===== src/rtl/hilo_unit_ctrl.sv =====
// HI/LO sequencing controller: owns HI/LO, runs a registered multiply and a
// 32-step restoring divider, and stalls EX while a result is in flight.
module hilo_unit_ctrl (
   input  logic        clk,
   input  logic        resetn,
   input  logic        start_valid,
   input  logic [2:0]  op,
   input  logic [31:0] a,
   input  logic [31:0] b,
   input  logic        rd_req,
   input  logic        flush,
   output logic        stall,
   output logic        busy,
   output logic        done,
   output logic [31:0] hi,
   output logic [31:0] lo
);

   typedef enum logic [1:0] {IDLE, MUL, DIV, DONE} state_t;
   typedef enum logic [2:0] {
      OP_NONE, OP_MULT, OP_MULTU, OP_DIV, OP_DIVU, OP_MTHI, OP_MTLO, OP_RSVD
   } op_t;

   state_t      state;
   logic [31:0] opa;
   logic [31:0] opb;
   logic        mul_signed;
   logic [31:0] rem;
   logic [31:0] quo;
   logic [31:0] dvs;
   logic        neg_q;
   logic        neg_r;
   logic        div_zero;
   logic [4:0]  count;

   logic        start_mul;
   logic        start_div;
   logic        a_neg;
   logic        b_neg;
   logic [31:0] a_mag;
   logic [31:0] b_mag;
   logic [63:0] ext_a;
   logic [63:0] ext_b;
   logic [63:0] product;
   logic [32:0] trial;
   logic [32:0] diff;
   logic [31:0] rem_next;
   logic [31:0] quo_next;
   logic [31:0] q_final;
   logic [31:0] r_final;
   logic        in_flight;

   assign start_mul = start_valid && (op == OP_MULT || op == OP_MULTU);
   assign start_div = start_valid && (op == OP_DIV || op == OP_DIVU);

   // Signed divides run on magnitudes; -0x80000000 wraps to its own magnitude.
   assign a_neg = (op == OP_DIV) && a[31];
   assign b_neg = (op == OP_DIV) && b[31];
   assign a_mag = a_neg ? (~a + 32'd1) : a;
   assign b_mag = b_neg ? (~b + 32'd1) : b;

   assign ext_a   = mul_signed ? {{32{opa[31]}}, opa} : {32'd0, opa};
   assign ext_b   = mul_signed ? {{32{opb[31]}}, opb} : {32'd0, opb};
   assign product = ext_a * ext_b;

   assign trial    = {rem, quo[31]};
   assign diff     = trial - {1'b0, dvs};
   assign rem_next = diff[32] ? trial[31:0] : diff[31:0];
   assign quo_next = {quo[30:0], ~diff[32]};
   assign q_final  = neg_q ? (~quo_next + 32'd1) : quo_next;
   assign r_final  = neg_r ? (~rem_next + 32'd1) : rem_next;

   // The MFHI/MFLO hazard term is subsumed by the in-flight stall but kept explicit.
   assign in_flight = (state == MUL) || (state == DIV);
   assign stall     = !flush && (in_flight || (state == IDLE && (start_mul || start_div))
                                 || (rd_req && in_flight));

   always_ff @(posedge clk) begin
      if (!resetn) begin
         state      <= IDLE;
         hi         <= 32'd0;
         lo         <= 32'd0;
         count      <= 5'd0;
         busy       <= 1'b0;
         done       <= 1'b0;
         opa        <= 32'd0;
         opb        <= 32'd0;
         mul_signed <= 1'b0;
         rem        <= 32'd0;
         quo        <= 32'd0;
         dvs        <= 32'd0;
         neg_q      <= 1'b0;
         neg_r      <= 1'b0;
         div_zero   <= 1'b0;
      end else if (flush) begin
         state <= IDLE;
         count <= 5'd0;
         busy  <= 1'b0;
         done  <= 1'b0;
      end else begin
         busy <= 1'b0;
         done <= 1'b0;
         case (state)
            IDLE: begin
               if (start_valid && op == OP_MTHI) begin
                  hi <= a;
               end else if (start_valid && op == OP_MTLO) begin
                  lo <= a;
               end else if (start_mul) begin
                  opa        <= a;
                  opb        <= b;
                  mul_signed <= (op == OP_MULT);
                  busy       <= 1'b1;
                  state      <= MUL;
               end else if (start_div) begin
                  opa      <= a;
                  rem      <= 32'd0;
                  quo      <= a_mag;
                  dvs      <= b_mag;
                  neg_q    <= a_neg ^ b_neg;
                  neg_r    <= a_neg;
                  div_zero <= (b == 32'd0);
                  count    <= 5'd0;
                  busy     <= 1'b1;
                  state    <= DIV;
               end
            end
            MUL: begin
               hi    <= product[63:32];
               lo    <= product[31:0];
               done  <= 1'b1;
               state <= DONE;
            end
            DIV: begin
               rem   <= rem_next;
               quo   <= quo_next;
               count <= count + 5'd1;
               if (count == 5'd31) begin
                  hi    <= div_zero ? opa : r_final;
                  lo    <= div_zero ? 32'hFFFF_FFFF : q_final;
                  done  <= 1'b1;
                  state <= DONE;
               end else begin
                  busy <= 1'b1;
               end
            end
            DONE: begin
               state <= IDLE;
            end
            default: begin
               state <= IDLE;
            end
         endcase
      end
   end

endmodule


===== config.mk =====
export PLATFORM = sky130hd
export DESIGN_NAME = hilo_unit_ctrl
export DESIGN_NICKNAME = d
export VERILOG_FILES = /design/src/rtl/hilo_unit_ctrl.sv
export SDC_FILE = /design/constraint.sdc
export NUM_CORES = 2
export LEC_CHECK = 0
export ABC_AREA = 0
export BUFFER_PORTS_ARGS = -buffer_cell sky130_fd_sc_hd__clkbuf_2
export CAP_MARGIN = 20
export CORE_AREA = 2 2 657 332
export CTS_CLUSTER_SIZE = 28
export DETAILED_ROUTE_END_ITERATION = 8
export DIE_AREA = 0 0 659 334
export PLACE_DENSITY_LB_ADDON = 0.3
export REMOVE_ABC_BUFFERS = 1
export SYNTH_ARGS = -nofsm -noshare
export SYNTH_HDL_FRONTEND = slang
export SYNTH_SLANG_ARGS = --single-unit

===== constraint.sdc =====
create_clock -name clk -period 12.2 [get_ports clk]
set_input_delay 2.44 -clock clk [delete_from_list [all_inputs] [get_ports clk]]
set_output_delay 2.44 -clock clk [all_outputs]
set_load 0.02 [all_outputs]

==> Word level (Yosys, flattened, before mapping) <==
Index checks and enable logic that the tools add are counted.
{ "totals": {"reg_bits": 237, "elab_cells": 128} }
{ "classes": {"addsub": 6, "multipliers": 1, "n_mux": 47, "reduce_logical": 30, "n_eq_ne": 18, "bitwise_logic": 11} }
{ "op_table": {"columns": ["cell", "n"], "rows": [
  ["32-bit two-way mux", 22],
  ["32-bit one-hot mux with 3 select lines", 2],
  ["32-bit by 1-bit adder with 32-bit output, second input constant", 4],
  ["64-bit two-way mux", 2],
  ["32-bit inverter", 4],
  ["32-bit one-hot mux with 2 select lines", 2],
  ["64-bit by 64-bit multiplier with 64-bit output", 1],
  ["33-bit by 32-bit subtractor with 33-bit output", 1],
  ["32-bit zero test", 1],
  ["5-bit two-way mux", 4],
  ["5-bit AND reduction", 4],
  ["6-bit AND reduction", 2],
  ["2-bit two-way mux", 5],
  ["5-bit one-hot mux with 2 select lines", 1],
  ["3-bit == test, second input constant", 3],
  ["1-bit logical AND", 9],
  ["2-bit inequality test, second input constant", 4],
  ["2-bit one-hot mux with 4 select lines", 1],
  ["4-bit AND reduction", 2],
  ["3-bit by 2-bit == test with 1-bit output, second input constant", 2],
  ["1-bit logical OR", 6],
  ["1-bit two-way mux", 6],
  ["2-bit by 1-bit inequality test with 1-bit output, second input constant", 3],
  ["1-bit inverter", 6],
  ["13 further kinds", 16]
]} }

==> Longest topological paths before layout <==
{ "depth": {"depth_word": 8, "mapped_depth": 37} }

==> Worst setup path after synthesis <==
OpenSTA, ideal clock, no wires.
{ "synth_path": {"kind": "register -> register", "start": "register opa[31]", "end": "register hi[25]", "period_less_slack_ns": 9.194, "path_stages_with_launch": 33, "setup_time_ns": 0.126, "path_buffers": 2, "slack_ns": 3.006, "t_arrival_ns": 9.068, "required_ns": 12.074, "cell_sequence": "dfxtp_1 > and2_1 > clkbuf_1 > clkbuf_1 > nand2_1 > fa_1 > inv_1 > fa_1 > fa_1 > inv_1 > fa_1 > inv_1 > fa_1 > fa_1 > fa_1 > fa_1 > fa_1 > inv_1 > fa_1 > inv_1 > ha_1 > and2_1 > a21o_1 > a21oi_1 > o21ai_0 > a21oi_1 > o21ai_0 > nor3_1 > nor2_1 > a31o_2 > xor2_1 > a222oi_1 > o22ai_1"} }
{ "synth_via": {"elab_chain_len": 3} }
{ "synth_rtl": {"columns": ["element", "line", "source"], "rows": [
  ["start: declaration", "25", "logic [31:0] opa;"],
  ["start signal: assignment", "86", "opa <= 32'd0;"],
  ["start signal: assignment", "110", "opa <= a;"],
  ["start signal: assignment", "116", "opa <= a;"],
  ["64-bit two-way mux", "62", "assign ext_a = mul_signed ? {{32{opa[31]}}, opa} : {32'd0, opa};"],
  ["64-bit by 64-bit multiplier with 64-bit output", "64", "assign product = ext_a * ext_b;"],
  ["32-bit one-hot mux with 3 select lines", "103", "case (state)"],
  ["end signal: assignment", "129", "hi <= product[63:32];"],
  ["end signal: assignment", "139", "hi <= div_zero ? opa : r_final;"],
  ["end: declaration", "15", "output logic [31:0] hi,"]
]} }
Every way passes these cells.
A chain may end at the register's enable or synchronous reset.

==> Worst setup path in the final report <==
{ "layout_path": {"start": "register opb[15]", "end": "register hi[11]"} }
{ "layout_via": {"elab_chain_len": 3} }
{ "layout_rtl": {"columns": ["element", "line", "source"], "rows": [
  ["start: declaration", "26", "logic [31:0] opb;"],
  ["start signal: assignment", "87", "opb <= 32'd0;"],
  ["start signal: assignment", "111", "opb <= b;"],
  ["64-bit two-way mux", "63", "assign ext_b = mul_signed ? {{32{opb[31]}}, opb} : {32'd0, opb};"],
  ["64-bit by 64-bit multiplier with 64-bit output", "64", null],
  ["32-bit one-hot mux with 3 select lines", "103", null]
]} }
Every way passes these cells.

==> impl_metrics.tcl <==
set metrics [dict create \
    slew_headroom_pct 17.0 \
    ys_seq_elements 237 \
    firstDrtPassIters 8 \
    final_hold_viol_count 0 \
    ys.flop_type "dfxtp_1" \
    synth_top_area_share_pct 44.4 \
    crit_top_cell "fa_1" \
    worst_skew_pair.late_latency_ps 650 \
    fin_nets 9020 \
    worst_path_max_delay_cell "dfxtp_1" \
    post-route-period-util_pct 90.9 \
    netlist_area_um2 64000 \
    dp_hpwl_um 199000 \
    dr_wl_met3_um 30900 \
    ys_seq_area_share_pct 7.41 \
    cts_tree "done" \
    ys_top_cells_by_area "fa_1, inv_1, dfxtp_1" \
    floorplan.die.width_um 659 \
    path_clk_slew_ps 60 \
    cpPeakStageDelay_ps 1130 \
    multiInputGateArea_um2 51700 \
    grt_pass1_vias 51600 \
    finalClockSkew_ps 52.1 \
    fin_crit_ps 11090 \
    htreeDepth 1 \
    maxCapViolCount 0 \
    drtAntennaViolNets 0 \
    io_pins 139 \
    synth_top_area_cell "fa_1" \
    power_density_nw_per_um2 39.0 \
    path_max_fanout 19 \
    grt-ovfl-total 0 \
    r2r_slack_ps 1110 \
    clock.fmax_ghz 0.0902 \
    syn2layout_area_growth_pct 7.31 \
    met2_length_um 83600 \
    clockBufferDepth 3 \
    wirelength_um 237000 \
    drt_first_iter_violations 5443 \
    core-area_um2 215000 \
    final-setup-viol-count 0 \
    num_rows 121 \
    yosysUniqueCellTypes 97 \
    wl_per_cell_um 23.5 \
    numCtsBuffers 29 \
    end_kind "flip-flop" \
    vias_per_cell 4.97 \
    seq_area_um2 4770 \
    tns_ps 0 \
    slew_violations 0 \
    vdd_ir_drop_max_mv 0.110 \
    worstMarginPinSlew_ps 1250 \
    place.gp.congestion 0.927 \
    critical_path.startpoint_type "flip-flop" \
    synth_edf_count 0 \
    drc_errors 0 \
    final_layout_size_suffix_gt1_share_pct 5.27 \
    syn_area_per_cell_um2 8.76 \
    grt_first_pass_wirelength_um 354000 \
    grt_setup_unrepaired "no" \
    ctsHoldBuffers 0 \
    crit_arrival_ps 11620 \
    wl_met1_um 119000 \
    grt.total_usage_pct 21.6 \
    cts_sinks 237 \
    total_power_mw 2.68 \
    timing.hold.ws_ps 456 \
    antenna_found_initial 27 \
    n_fill_cell 22700 \
    leakagePower_nw 33.4 \
    start_util_pct 29.7 \
    portBuffers 137 \
    grt_max_degree 78 \
    synth-warning-count 0 \
    hp-class "flip-flop to flip-flop" \
    post_cts_buffers 0 \
    status "completed" \
    cp.required_ps 12730 \
    post_cts_resized 0 \
    vias 50200 \
    die_h_um 334 \
    cts-root-buf "clkbuf_16" \
    synthCells 7308 \
    crit_type "flip-flop to flip-flop" \
    async_flop_share_pct 0 \
    routed.top_layer "met5" \
    post-route-util_pct 31.9 \
    dieArea_um2 220000 \
]
layout by cell type (no fill, tap or decap), types with 16 or more instances in the layout:
| cell | instances |
|---|---|
| clkbuf_2 | 136 |
| clkbuf_16 | 29 |
| or3_1 | 18 |
| a21boi_0 | 107 |
| o211a_1 | 34 |
| o41ai_1 | 18 |
| fa_1 | 1420 |
| and2_1 | 620 |
| and3_1 | 37 |
| a31oi_1 | 41 |
| ha_1 | 347 |
| xor2_1 | 63 |
| inv_1 | 1603 |
| buf_4 | 111 |
| o31ai_1 | 25 |
| a22oi_1 | 16 |
| o21ai_0 | 210 |
| o211ai_1 | 50 |
| a21o_1 | 57 |
| o21a_1 | 19 |
| nor3_1 | 44 |
| nand2b_1 | 23 |
| nand4_1 | 17 |
| nand3_1 | 62 |
| nor4_1 | 23 |
| xnor2_1 | 179 |
| dfxtp_2 | 17 |
| mux2i_1 | 21 |
| nor2_1 | 131 |
| nand2_1 | 971 |
| a21oi_1 | 204 |
| a221oi_1 | 23 |
| nor2b_1 | 52 |
| o2111ai_1 | 16 |
| dfxtp_1 | 220 |
layer usage:
layer / track usage (%) / up-vias
li1: - / 21800
met5: 0 / -
met3: 7.42 / 174
met2: 26.7 / 2355
met1: 35.5 / 25800
met4: 2.66 / 10
worst max-delay path: cells and delay by family, from the launching register on:
family | cells | cell delay (ps)
adders and majority gates | 11 | 5310
AOI/OAI and AO/OA | 6 | 1330
xor gates and xnor gates | 1 | 670
buffers and inverters | 8 | 1000
DFF | 1 | 1130
and+or+nand+nor | 6 | 1460
report_power, final:
group	leakage (nW)	switching (mW)	total (mW)	internal [mW]
Combinational	31.1	0.671	0.951	0.280
Sequential	1.93	0.0614	0.866	0.804
Clock	0.424	0.403	0.861	0.458
Total	33.4	1.14	2.68	1.54
registers in the layout (all words and copies together) (netlist names):
register    count
busy            1
count           5
div_zero        1
done            1
dvs            32
hi             32
lo             32
mul_signed      1
neg_q           1
neg_r           1
opa            32
opb            32
quo            32
rem            32
state           2
final cells by class:
type	instances	area share, %
Clock inverter	10	0.142
Sequential cell	237	6.93
Clock buffer	38	1.11
Antenna cell	5	0.0182
Inverter	1606	8.77
Timing Repair Buffer	258	2.50
Tap cell	2890	5.26
Multi-Input combinational cell	5046	75.3
cell usage after synthesis, types with 50 or more instances:
library cell / count
a21boi_0: 107
a21o_1: 58
a21oi_1: 206
and2_1: 620
clkbuf_1: 381
dfxtp_1: 237
fa_1: 1420
ha_1: 350
inv_1: 1603
nand2_1: 973
nand3_1: 62
nor2_1: 133
nor2b_1: 52
o211ai_1: 50
o21ai_0: 210
xnor2_1: 179
xor2_1: 63
cell families after synthesis:
group | count (synthesis) | share of synthesized area, %
buf+inv | 2025 | 11.9
simple gates | 2065 | 15.9
flops | 237 | 7.41
fa+ha+maj | 1774 | 51.3
mux | 25 | 0.402
compound gates | 940 | 9.79
xor+xnor | 242 | 3.31
worst paths after layout:
| kind | cells after the start | end | startpoint |
|---|---|---|---|
| max | 32 | hi[11] | opb[15] |
| min | 2 | hi[15] | hi[15] |
| max reg2reg | 32 | hi[11] | opb[15] |
| min reg2reg | 2 | hi[15] | hi[15] |
per-stage QoR:
step	instances	instance area, µm²	setup WS (ps)
5_1_grt	10100	68700	782
3_3_place_gp	10000	67700	1550
2_1_floorplan	6889	62400	2510
4_1_cts	10100	68700	1460
6_report	10100	68700	1110
3_5_place_dp	10000	67800	1510
(Power assumes the default switching activity.)
